<file path="src/rtl/act_readout_engine.sv">
// act_readout_engine
//   Host-side read master that drains output activations after the
//   accelerator interrupt. It walks the PE/slot address space in PE-major
//   order, issues one-cycle read requests, buffers the returned beats in a
//   small first-word-fall-through FIFO, and streams them to the host. Each
//   returned activation index is checked against the expected sequence.
//
// Ports
//   clk, rst                 clock and synchronous active-high reset
//   start, act_no            begin a readout of act_no activations (IDLE only)
//   busy, done, seq_err      status: running, end-of-run pulse, sticky index error
//   read_en/read_rdy/
//   read_addr                read request channel to the accelerator
//   read_data_vld/rdy/data   response channel from the accelerator
//   out_vld/out_rdy/out_data host stream (FIFO head)
module act_readout_engine #(
  parameter int ADDR_W     = 16,
  parameter int RDATA_W    = 32,
  parameter int FIFO_DEPTH = 8
) (
  input  logic               clk,
  input  logic               rst,
  input  logic               start,
  input  logic [11:0]        act_no,
  output logic               busy,
  output logic               done,
  output logic               seq_err,
  output logic               read_en,
  input  logic               read_rdy,
  output logic [ADDR_W-1:0]  read_addr,
  output logic               read_data_rdy,
  input  logic               read_data_vld,
  input  logic [RDATA_W-1:0] read_data,
  output logic               out_vld,
  input  logic               out_rdy,
  output logic [RDATA_W-1:0] out_data
);

  localparam int PTR_W = $clog2(FIFO_DEPTH);

  typedef enum logic [1:0] {IDLE, ISSUE, DRAIN, DONE} state_t;

  state_t             state;
  logic [11:0]        act_no_reg;
  logic [11:0]        issued;
  logic [11:0]        received;
  logic [11:0]        popped;
  logic [5:0]         pe_idx;
  logic [5:0]         slot;

  logic [RDATA_W-1:0] mem [FIFO_DEPTH];
  logic [PTR_W-1:0]   wr_ptr;
  logic [PTR_W-1:0]   rd_ptr;
  logic [PTR_W:0]     fifo_count;
  logic               fifo_full;
  logic               fifo_empty;
  logic               push;
  logic               pop;
  logic [12:0]        credit_used;
  logic               credit_ok;

  assign fifo_full     = (fifo_count == (PTR_W+1)'(FIFO_DEPTH));
  assign fifo_empty    = (fifo_count == '0);
  assign read_data_rdy = busy & ~fifo_full;
  assign push          = read_data_vld & read_data_rdy;
  assign out_vld       = ~fifo_empty;
  assign out_data      = mem[rd_ptr];
  assign pop           = out_vld & out_rdy;

  // Every outstanding request plus every buffered beat holds a FIFO slot,
  // so a new request is only allowed while that total is below the depth.
  assign credit_used = {1'b0, issued - received} + 13'(fifo_count);
  assign credit_ok   = (credit_used < 13'(FIFO_DEPTH));

  // Response storage; small enough for distributed RAM with an asynchronous
  // head read, which gives the one-cycle push-to-head latency.
  always_ff @(posedge clk) begin
    if (push) begin
      mem[wr_ptr] <= read_data;
    end
  end

  always_ff @(posedge clk) begin
    if (rst) begin
      state      <= IDLE;
      act_no_reg <= '0;
      issued     <= '0;
      received   <= '0;
      popped     <= '0;
      pe_idx     <= '0;
      slot       <= '0;
      wr_ptr     <= '0;
      rd_ptr     <= '0;
      fifo_count <= '0;
      busy       <= 1'b0;
      done       <= 1'b0;
      seq_err    <= 1'b0;
      read_en    <= 1'b0;
      read_addr  <= '0;
    end else begin
      done <= 1'b0;

      if (push) begin
        wr_ptr   <= wr_ptr + 1'b1;
        received <= received + 12'd1;
        if (read_data[27:16] != received) begin
          seq_err <= 1'b1;
        end
      end

      if (pop) begin
        rd_ptr <= rd_ptr + 1'b1;
        popped <= popped + 12'd1;
      end

      fifo_count <= fifo_count + (PTR_W+1)'(push) - (PTR_W+1)'(pop);

      case (state)
        IDLE: begin
          if (start) begin
            act_no_reg <= act_no;
            issued     <= '0;
            received   <= '0;
            popped     <= '0;
            pe_idx     <= '0;
            slot       <= '0;
            seq_err    <= 1'b0;
            if (act_no == 12'd0) begin
              state <= DONE;
              done  <= 1'b1;
            end else begin
              state <= ISSUE;
              busy  <= 1'b1;
            end
          end
        end

        ISSUE: begin
          if (read_en) begin
            // The request is taken in the cycle read_en is high; drop the
            // strobe so requests are always at least two cycles apart.
            read_en   <= 1'b0;
            read_addr <= '0;
            issued    <= issued + 12'd1;
            pe_idx    <= pe_idx + 6'd1;
            if (pe_idx == 6'd63) begin
              slot <= slot + 6'd1;
            end
            if (issued + 12'd1 == act_no_reg) begin
              state <= DRAIN;
            end
          end else if (read_rdy && credit_ok) begin
            read_en   <= 1'b1;
            read_addr <= ADDR_W'({pe_idx, 4'b0000, slot});
          end
        end

        DRAIN: begin
          if (pop && (popped + 12'd1 == act_no_reg)) begin
            state <= DONE;
            busy  <= 1'b0;
            done  <= 1'b1;
          end
        end

        DONE: begin
          state <= IDLE;
        end

        default: begin
          state <= IDLE;
        end
      endcase
    end
  end

endmodule

</file>
<file path="config.mk">
export PLATFORM = sky130hd
export DESIGN_NAME = act_readout_engine
export DESIGN_NICKNAME = d
export VERILOG_FILES = /design/src/rtl/act_readout_engine.sv
export SDC_FILE = /design/constraint.sdc
export NUM_CORES = 1
export LEC_CHECK = 0
export ABC_AREA = 1
export CORE_AREA = 2 2 180 182
export CTS_BUF_LIST = sky130_fd_sc_hd__clkbuf_16
export DETAILED_ROUTE_END_ITERATION = 8
export DIE_AREA = 0 0 182 184
export HOLD_SLACK_MARGIN = 0.15
export PLACE_DENSITY = 0.72
export SYNTH_ARGS = -nofsm -noshare
export SYNTH_HDL_FRONTEND = slang
export SYNTH_SLANG_ARGS = --single-unit
export TNS_END_PERCENT = 100
</file>
<file path="constraint.sdc">
create_clock -name clk -period 2.84 [get_ports clk]
set_input_delay 0.284 -clock clk [delete_from_list [all_inputs] [get_ports clk]]
set_output_delay 0.284 -clock clk [all_outputs]
set_load 0.01 [all_outputs]
</file>
==> impl_metrics.ini <==
[run_status]
status = finished, violations left
violations = negative setup slack

[finish]
drive_above_1_share_pct = 9.59
nets = 1804
top_register = mem
areaGrowthSynthToFinish_pct = 20.8
n_fill_cell = 2586
post-route-util_pct = 59.6
largest_reg_flops = 256
antenna_cells = 0
post-route-cell-area_um2 = 18700

[die]
die_h_um = 184
die-area_um2 = 33500
start_util_pct = 49.4
ios = 104
rows = 65
die_w_um = 182
core_um2 = 31400

[timing]
fin_tns_setup_ns = -0.829
finalSetupViolCount = 13
clock_skew_ns = 0.0175
worst_pin_slew_ns = 0.746
final-hold-violation-count = 0
fmax_mhz = 341
post-route-period-util_pct = 103
slew_headroom_pct = 50.2
drv_slew = 0
fin_crit_ns = 2.93
worst_slack_ns = -0.0945
rsz0062_at_grt = true

[grt]
antenna_found_initial = 0
grt_util_all_layers_pct = 21.3
grt_pass1_wl_um = 57000
overflow = 0
grt_max_degree = 65
first_global_vias = 11400

[synthesis]
synthSimpleGateAreaFrac_pct = 18.1
synthXorXnorAreaFrac_pct = 1.61
synth.top_cell.area_share_pct = 49.6
ys.flop_type = edfxtp_1
synth.area.top_cells = edfxtp_1 50%, dfxtp_1 12%, nor2_1 7.7%
syn_inst = 1603
syn_area_um2 = 15500
synth_top_family_by_area = simple AND/OR/NAND/NOR gates
synth.distinct_cells = 44
ys_ff_latch = 347
synth_most_common_cell = nor2_1
seq_area_frac_synth_pct = 61.4
yosys.area_share.adder_pct = 2.68
postSynthAreaPerCell_um2 = 9.67
async_flop_share_pct = 0
synth_edf_count = 256
synthMuxAreaShare_pct = 0
yosys_warnings = 0
netlist_top_cells_count = 317 x nor2_1, 256 x edfxtp_1, 234 x nand2_1
synth_compound_area_share_pct = 11.2
synth_area_leader_cell = edfxtp_1

[worst_setup_path]
slowest_stage = fa_2
crit_chain = inv_2 > ha_4 > inv_2 > fa_2 > xor2_1 > ha_1 > nand2_1 > inv_1 > nand2_2 > nand2_1 > nand2_1 > nand2_1 > nand2_1 > nor2_1 > nand2_1 > nor2_1 > nand4_1 > nand2_2 > nand2_4 > nand2_2 > a21oi_2
crit_path_start_kind = flip-flop
arrival_ns = 3.32
cp_max_fo = 6
crit_top_cell = nand2_1
crit_type = reg -> reg
endpoint_kind = flip-flop
max_stage_delay_ns = 0.37
cp.required_ns = 3.23

[power]
power.leakage_uw = 0.00695
p_comb_share_pct = 30.0
pwr-share-clk_pct = 30.5
p_seq_share_pct = 39.5
vdd.ir_drop.worst_mv = 0.478
intPower_uw = 10300
swShare_pct = 32.1
p_sw_uw = 4850
power_density_nw_per_um2 = 808

[detailed_routing]
drc = 0
drtIter0Drc = 806
via_count = 11600
wl_um = 36000
viasPerCell = 5.39
drt-pass1-iter-count = 5
ant_nets = 0
wire_per_inst_um = 16.7

[placement]
port_buffers = 99
dp_hpwl_um = 21500
placed_area_um2 = 17200
place_congestion = 0.890

[job]
max-cap-violations = 0

[clocking]
clk_pin_slew_ns = 0.06
clkLatencyLatePin_ns = 0.53
clockRootBuffer = clkbuf_16
clockBufferDepth = 3
htree_num_levels = 2
cts_tree = yes
clock_sinks = 347
cts_buffers = 39

[hold_path]
hp-class = in -> reg
## path summary, 6_finish.rpt
| path | start | to | slack (ns) | depth (start not counted) |
|---|---|---|---|---|
| setup / recovery | issued[0] | read_addr[3] | -0.09 | 21 |
| hold / removal | act_no[2] | act_no_reg[2] | 0.45 | 3 |
| setup reg to reg | issued[0] | read_addr[3] | -0.09 | 21 |
| hold reg to reg | read_addr[13] | read_addr[13] | 0.47 | 2 |
## cells in the final DEF (no fill, tap or decap), drive strengths merged, types with 7 or more instances in the layout
| cell type | synthesis | final |
|---|---|---|
| dlymetal6s2s | 0 | 7 |
| inv | 130 | 145 |
| a31oi | 35 | 35 |
| nor3 | 9 | 9 |
| a21oi | 71 | 71 |
| clkdlybuf4s50 | 0 | 92 |
| nor2 | 323 | 323 |
| clkinv | 1 | 14 |
| buf | 18 | 40 |
| dfxtp | 91 | 91 |
| o22ai | 33 | 33 |
| xor2 | 17 | 17 |
| nand2 | 242 | 243 |
| ha | 30 | 30 |
| nand4 | 13 | 13 |
| edfxtp | 256 | 256 |
| o21ai | 168 | 168 |
| nand3 | 76 | 76 |
| xnor2 | 9 | 9 |
| clkbuf | 51 | 41 |
## power groups by stage
stage,Combinational (µW),Clock (µW),Sequential (µW)
floorplan,2640,0,5990
global placement,4060,0,6050
detailed placement,4150,0,6060
CTS,4380,4670,5950
global route,5040,4870,6000
finish,4540,4610,5970
## per-layer routing
layer  share of wire (%)  vias up  global-route usage (%)
li1                    -     5730                       -
met1                  43     5448                    27.5
met2                  49      378                    37.0
met3                 6.4       64                    3.41
met4                 2.2        0                    6.65
met5                   0        -                       0
## cell type report
| type | count | area, µm² | area share [%] |
|---|---|---|---|
| sequential | 347 | 9520 | 50.9 |
| timing repair buffer | 142 | 1600 | 8.57 |
| multi-input combinational | 1060 | 5380 | 28.8 |
| timing repair inverter | 1 | 6.26 | 0.0334 |
| inverter | 131 | 508 | 2.71 |
| clock buffer | 39 | 976 | 5.22 |
| clock inverter | 32 | 216 | 1.16 |
| tap | 402 | 503 | 2.69 |
## metrics by stage
step | instances | hold WS [ns] | total power [µW] | setup WS, ns
global route | 2154 | 0.460 | 15900 | -0.316
floorplan | 1606 | 0.383 | 8630 | -0.235
CTS | 2148 | 0.443 | 15000 | 0.0376
detailed placement | 2072 | 0.460 | 10200 | -0.0737
global placement | 2072 | 0.443 | 10100 | 0.0448
finish | 2154 | 0.452 | 15100 | -0.0945
## worst max-delay path: cells and delay by family (launching register included)
kind,cells,cell delay (ns)
AO/OA/AOI/OAI,1,0.05
XOR/XNOR,1,0.17
adder cells (fa/ha/maj),3,0.81
buffers and inverters,3,0.17
flip-flops,1,0.32
AND/OR/NAND/NOR,13,1.27
## logic make-up (layout without fill, tap and decap cells)
family,Yosys count,count (layout)
simple gates,678,679
buf+inv,200,345
flops,347,347
fa+ha+maj,32,32
other cells,1,4
xor+xnor,27,27
compound gates,318,318
## repair_timing
action,4_1_cts,5_1_grt
buffers inserted,2,2
cloned,3,4
hold buffers,0,0
endpoints found under the setup margin,25,19
pin swaps,0,24
gates resized for setup,14,41
Note: power is estimated with default switching activity, not from simulation.
